## src/rtl/arm_pipe_pkg.sv

```systemverilog
// Shared definitions for the pipeline hazard controller: FSM state encoding,
// parameter defaults, the control-output bundle and the fixed control
// patterns that the controller selects between.
package arm_pipe_pkg;

  typedef enum logic [1:0] {
    ST_INIT    = 2'd0,
    ST_RUN     = 2'd1,
    ST_MEMWAIT = 2'd2
  } state_t;

  localparam int INIT_CYCLES_DEF  = 2;
  localparam int BUSY_TIMEOUT_DEF = 255;

  // Pipeline control bundle driven by the controller every cycle.
  typedef struct packed {
    logic pc_enable;
    logic if_id_enable;
    logic if_id_flush;
    logic id_ex_nop;
    logic pipe_freeze;
  } ctrl_t;

  // Idle/NOP pattern: front end held, IF/ID and ID/EX fed bubbles.
  localparam ctrl_t CTRL_INIT     = '{1'b0, 1'b0, 1'b1, 1'b1, 1'b0};
  // Memory stall: everything holds, nothing is squashed.
  localparam ctrl_t CTRL_BUSY     = '{1'b0, 1'b0, 1'b0, 1'b0, 1'b1};
  // Taken branch: fetch the target, squash IF/ID and ID/EX.
  localparam ctrl_t CTRL_BRANCH   = '{1'b1, 1'b1, 1'b1, 1'b1, 1'b0};
  // Load-use: hold PC and IF/ID, insert one bubble into ID/EX.
  localparam ctrl_t CTRL_LOADUSE  = '{1'b0, 1'b0, 1'b0, 1'b1, 1'b0};
  // Normal flow.
  localparam ctrl_t CTRL_NORMAL   = '{1'b1, 1'b1, 1'b0, 1'b0, 1'b0};

  // Load in EX writes a register that the ID instruction reads.
  function automatic logic load_use_hit(
    input logic       mem_read,
    input logic [3:0] wa,
    input logic [3:0] rn,
    input logic       uses_rn,
    input logic [3:0] rm,
    input logic       uses_rm
  );
    return mem_read & ((uses_rn & (wa == rn)) | (uses_rm & (wa == rm)));
  endfunction

endpackage

```

## src/rtl/sat_counter.sv

```systemverilog
// 16-bit saturating event counter with synchronous clear.
module sat_counter (
  input  logic        i_clk,
  input  logic        i_clear,
  input  logic        i_inc,
  output logic [15:0] o_count
);

  logic [15:0] r_count;

  // Count enabled events, stick at all-ones, clear wins over increment.
  always_ff @(posedge i_clk) begin
    if (i_clear) begin
      r_count <= '0;
    end else if (i_inc && (r_count != 16'hFFFF)) begin
      r_count <= r_count + 16'd1;
    end
  end

  assign o_count = r_count;

endmodule

```

## src/rtl/hazard_controller.sv

```systemverilog
// Pipeline hazard controller: holds the pipeline idle after reset, then
// resolves memory stalls, taken-branch squashes and load-use bubbles with
// fixed priority. All control outputs are combinational from the current
// state and inputs. dbg_state exposes the FSM state for observation.
module hazard_controller
  import arm_pipe_pkg::*;
#(
  parameter int INIT_CYCLES  = INIT_CYCLES_DEF,
  parameter int BUSY_TIMEOUT = BUSY_TIMEOUT_DEF
) (
  input  logic        clk,
  input  logic        reset,
  input  logic [3:0]  id_rn,
  input  logic [3:0]  id_rm,
  input  logic        id_uses_rn,
  input  logic        id_uses_rm,
  input  logic [3:0]  ex_wa,
  input  logic        ex_mem_read,
  input  logic        ex_branch_taken,
  input  logic        mem_busy,
  output logic        pc_enable,
  output logic        if_id_enable,
  output logic        if_id_flush,
  output logic        id_ex_nop,
  output logic        pipe_freeze,
  output logic [15:0] stall_cycles,
  output logic [15:0] flush_count,
  output logic        mem_timeout,
  output state_t      dbg_state
);

  // Last INIT cycle index and the busy count at which the timeout arms.
  localparam logic [15:0] INIT_LAST = 16'(INIT_CYCLES - 1);
  localparam logic [15:0] BUSY_LAST = 16'(BUSY_TIMEOUT - 1);

  state_t      r_state;
  state_t      w_state_nxt;
  logic [15:0] r_init_cnt;
  logic [15:0] r_busy_cnt;
  logic        r_mem_timeout;
  ctrl_t       w_ctrl;
  logic        w_load_use;
  logic        w_active;
  logic        w_stall_inc;
  logic        w_flush_inc;

  assign w_load_use = load_use_hit(ex_mem_read, ex_wa, id_rn, id_uses_rn,
                                   id_rm, id_uses_rm);
  assign w_active   = (r_state != ST_INIT);

  // Next-state and control-output decode; reset overrides with INIT values.
  always_comb begin
    w_state_nxt = r_state;
    w_ctrl      = CTRL_NORMAL;
    w_stall_inc = 1'b0;
    w_flush_inc = 1'b0;
    if (reset) begin
      w_ctrl      = CTRL_INIT;
      w_state_nxt = ST_INIT;
    end else begin
      case (r_state)
        ST_INIT: begin
          w_ctrl = CTRL_INIT;
          if (r_init_cnt >= INIT_LAST) begin
            w_state_nxt = ST_RUN;
          end
        end
        default: begin
          // RUN and MEMWAIT share the same priority decode.
          if (mem_busy) begin
            w_ctrl      = CTRL_BUSY;
            w_state_nxt = ST_MEMWAIT;
          end else if (ex_branch_taken) begin
            // A coincident load-use is moot: the dependent op is squashed.
            w_ctrl      = CTRL_BRANCH;
            w_flush_inc = 1'b1;
            w_state_nxt = ST_RUN;
          end else if (w_load_use) begin
            w_ctrl      = CTRL_LOADUSE;
            w_state_nxt = ST_RUN;
          end else begin
            w_ctrl      = CTRL_NORMAL;
            w_state_nxt = ST_RUN;
          end
          w_stall_inc = ~w_ctrl.pc_enable;
        end
      endcase
    end
  end

  // FSM state register.
  always_ff @(posedge clk) begin
    if (reset) begin
      r_state <= ST_INIT;
    end else begin
      r_state <= w_state_nxt;
    end
  end

  // Counts cycles spent in INIT since reset released.
  always_ff @(posedge clk) begin
    if (reset) begin
      r_init_cnt <= '0;
    end else if (r_state == ST_INIT) begin
      r_init_cnt <= r_init_cnt + 16'd1;
    end
  end

  // Consecutive mem_busy cycle counter, saturating, cleared when not busy.
  always_ff @(posedge clk) begin
    if (reset) begin
      r_busy_cnt <= '0;
    end else if (w_active && mem_busy) begin
      if (r_busy_cnt != 16'hFFFF) begin
        r_busy_cnt <= r_busy_cnt + 16'd1;
      end
    end else begin
      r_busy_cnt <= '0;
    end
  end

  // Sticky timeout: arms on the busy cycle that brings the count to the limit.
  always_ff @(posedge clk) begin
    if (reset) begin
      r_mem_timeout <= 1'b0;
    end else if (w_active && mem_busy && (r_busy_cnt >= BUSY_LAST)) begin
      r_mem_timeout <= 1'b1;
    end
  end

  sat_counter u_stall_cnt (
    .i_clk   (clk),
    .i_clear (reset),
    .i_inc   (w_stall_inc),
    .o_count (stall_cycles)
  );

  sat_counter u_flush_cnt (
    .i_clk   (clk),
    .i_clear (reset),
    .i_inc   (w_flush_inc),
    .o_count (flush_count)
  );

  assign pc_enable    = w_ctrl.pc_enable;
  assign if_id_enable = w_ctrl.if_id_enable;
  assign if_id_flush  = w_ctrl.if_id_flush;
  assign id_ex_nop    = w_ctrl.id_ex_nop;
  assign pipe_freeze  = w_ctrl.pipe_freeze;
  assign mem_timeout  = r_mem_timeout;
  assign dbg_state    = r_state;

endmodule

```

## config.mk

```make
export PLATFORM = sky130hd
export DESIGN_NAME = hazard_controller
export DESIGN_NICKNAME = d
export VERILOG_FILES = /design/src/rtl/arm_pipe_pkg.sv /design/src/rtl/sat_counter.sv /design/src/rtl/hazard_controller.sv
export SDC_FILE = /design/constraint.sdc
export NUM_CORES = 1
export LEC_CHECK = 0
export ABC_AREA = 0
export ABC_CLOCK_PERIOD_IN_PS = 1700
export CORE_UTILIZATION = 55
export DETAILED_ROUTE_END_ITERATION = 16
export DONT_BUFFER_PORTS = 1
export GPL_TIMING_DRIVEN = 1
export PLACE_DENSITY_LB_ADDON = 0.15
export SYNTH_ARGS = -nofsm -noshare
export SYNTH_HDL_FRONTEND = slang
export SYNTH_SLANG_ARGS = --single-unit
export TNS_END_PERCENT = 10
```

## constraint.sdc

```tcl
create_clock -name clk -period 1.7 [get_ports clk]
set_input_delay 0.34 -clock clk [delete_from_list [all_inputs] [get_ports clk]]
set_output_delay 0.34 -clock clk [all_outputs]
set_load 0.05 [all_outputs]
```

==> metrics.txt <==
clock skew 0.00822 ns; hold path start reset; GRT Residual Overflow 0; Hold-fix buffers, CTS 0; Slowest Stage Delay on Critical Path approximately 0.52 ns; failing checks negative setup slack; worst ir drop on vdd 0.592 mV; Slew @ Worst Pin roughly 0.52 ns; clock-pin slew on the worst setup and hold paths roughly 0.070 ns; Critical Path Source Type flop; unrepaired setup endpoints after global routing yes; CP Cell Sequence o21bai_4 -> or4_4 -> a211o_1 -> or3_1 -> a21oi_1; fin crit period 1.88 ns; worst relative slew slack 0.656; initial antenna violation count 0; # setup viols final 13; Crit. End Element flop; DRC 0; # port buffers 0; vias per inst 5.88; period utilization 1.11; WP data required 1.96 ns; Starting DRT DRC Count 165; Pre-Repair DR Iteration Count 5; Yosys warning total 0; reg2reg start dbg_state[1]; routability cong. 0.858; first-pass GRT wire length between 10000 and 15000 um; cell leakage power 1.72 nW; Arr. time, crit path 2.15 ns; kind of critical path reg -> reg; Die H 79.4 um; CTS tree built; Max Root-Sink Buffers 2; CP max FO 5; top-level I/O count between 50 and 60; die width 79.4 um; syn_nets 413; root buffer cell clkbuf_8; Rows 27; final-report hold violation count 0; Detail Route Antenna Nets 0; CTS buffer count 9; hpwl dp between 5000 and 6000 um; total of fill cells in the finished design around 370; wire length per cell 16.3 um; Post-synth top cells dfxtp_1 (67), nor2_1 (53), nand3_1 (29); Mean Syn Cell Area 8.52 sq um; Worst Hold Class in -> reg; top-area cell type share of the netlist area 0.407; status complete, but fails checks; Die ar. 6310 sq um; P per Cell Area ~840 nW/um^2; hold slack 0.0532 ns; Worst path slowest cell or4_4; R2R Setup Slk -0.18 ns; H-Tree Level Count 3; main area contributors after synthesis dfxtp_1 (41%), xor2_1 (7.2%), nor2_1 (6.0%); nets 490; post-synth top area cell dfxtp_1; vias in the first global route 2928; Mapped Area approximately 3300 sq um; Max Clk Rate 531 MHz; Cell variety after synth 47; Starting Density 0.585; n_diodes 0; Total GRT Usage 0.262; post-synthesis sequential area ratio 0.407; Worst-Skew Late Latency 0.34 ns; Syn Inst Count 387; largest net degree at the start of global routing 55; CTS sink count 67; Setup WS post-layout -0.184 ns; MaxCap Viol Count 0; share of cells above drive strength 1 0.337; count leader, synth dfxtp_1; post-detailed-routing wire length 8840 um; Post-synth EDFFs 0; Core Region 5640 sq um; Slew Limit Fails 0; vias approximately 3200; Setup TNS -0.770 ns; synthesis-stage register bit count 67; Critical Path Source dbg_state[1]; Syn-to-layout area delta 36.0%; Most used DFF post-synth dfxtp_1; Post-synth ARST share 0
stage by stage:
step	area (sq um)	utilization	power, mW	setup WS, ns	instances
floorplan	3400	-	2.17	-0.184	387
global placement	4040	0.716	2.41	-0.252	522
detailed placement	4040	0.716	2.43	-0.344	522
CTS	4330	0.767	3.70	-0.136	539
global route	4490	0.795	3.90	-0.232	541
finish	4490	0.795	3.77	-0.184	541
final cells by class:
type,instances,area (sq um),share of cell area
multi-input cells,297,2110,0.470
clock buffers,14,164,0.0365
inverters,12,45.0,0.0100
clock inverters,2,10.0,0.00223
well taps,72,90.1,0.0201
flip-flops and latches,67,1410,0.315
repair buffers,77,659,0.147
worst paths after layout:
check                                 end  depth (start not counted)
setup / recovery  u_flush_cnt.o_count[11]                          5
hold / removal     u_stall_cnt.o_count[0]                          1
setup reg to reg  u_flush_cnt.o_count[11]                          5
hold reg to reg             r_init_cnt[8]                          2
registers in the layout (all words and copies together), names as in the netlist:
name	flops
r_busy_cnt	16
u_flush_cnt.o_count	16
mem_timeout	1
u_stall_cnt.o_count	16
r_init_cnt	16
dbg_state	2
repair_timing:
item                                    4_1_cts  5_1_grt
gates cloned                                  0        0
setup buffers                                 2        2
endpoints found under the setup margin       23       39
pin swaps                                     5       16
gates resized for setup                      25       29
critical path: cells and delay by family (launching register included):
kind / cells / cell delay (ns)
simple gates: 2 / 0.86
flops: 1 / 0.38
compound gates: 3 / 0.57
layout by cell type (no fill, tap or decap), types with 3 or more instances in the layout:
| cell | instances |
|---|---|
| ha_1 | 5 |
| dfxtp_2 | 11 |
| a21oi_1 | 14 |
| nor3_1 | 4 |
| inv_1 | 11 |
| mux2_2 | 4 |
| buf_6 | 5 |
| nor2b_1 | 3 |
| nand4_1 | 11 |
| nor2_1 | 49 |
| dfxtp_1 | 41 |
| a211oi_1 | 3 |
| clkbuf_8 | 9 |
| dfxtp_4 | 15 |
| and3_1 | 12 |
| nor4_1 | 7 |
| buf_4 | 67 |
| xor2_1 | 27 |
| nor2_2 | 3 |
| buf_12 | 5 |
| nand2_1 | 23 |
| xnor2_1 | 13 |
| nor4_2 | 3 |
| nand3_1 | 25 |
| o21ai_0 | 13 |
| a21oi_2 | 3 |
| or3_1 | 10 |
| and4_1 | 4 |
| nand3_2 | 3 |
| clkbuf_1 | 4 |
| and2b_1 | 4 |
where the power goes:
part | leakage [nW] | internal [mW] | total, mW | switching [mW]
logic | 1.07 | 0.381 | 0.859 | 0.478
registers | 0.558 | 1.62 | 1.69 | 0.0747
clock network | 0.0896 | 0.617 | 1.22 | 0.600
total | 1.72 | 2.61 | 3.77 | 1.15
logic make-up (layout without fill, tap and decap cells):
logic type,count (synthesis),count (layout),synth area share
AOI/OAI and AO/OA,57,57,0.116
xor gates and xnor gates,40,40,0.106
adders and majority gates,7,7,0.0266
buffers and inverters,23,105,0.0281
DFF,67,67,0.407
muxes,8,8,0.0266
and+or+nand+nor,185,185,0.290
routing by layer:
metal / GRT usage / part of all wire / vias to the layer above
met5: 0 / 0 / -
li1: - / - / 1542
met3: 0.0766 / 0.056 / 14
met4: 0.0945 / 0.019 / 0
met2: 0.468 / 0.51 / 101
met1: 0.293 / 0.41 / 1525
No activity file was read; power rests on OpenSTA's default activity.
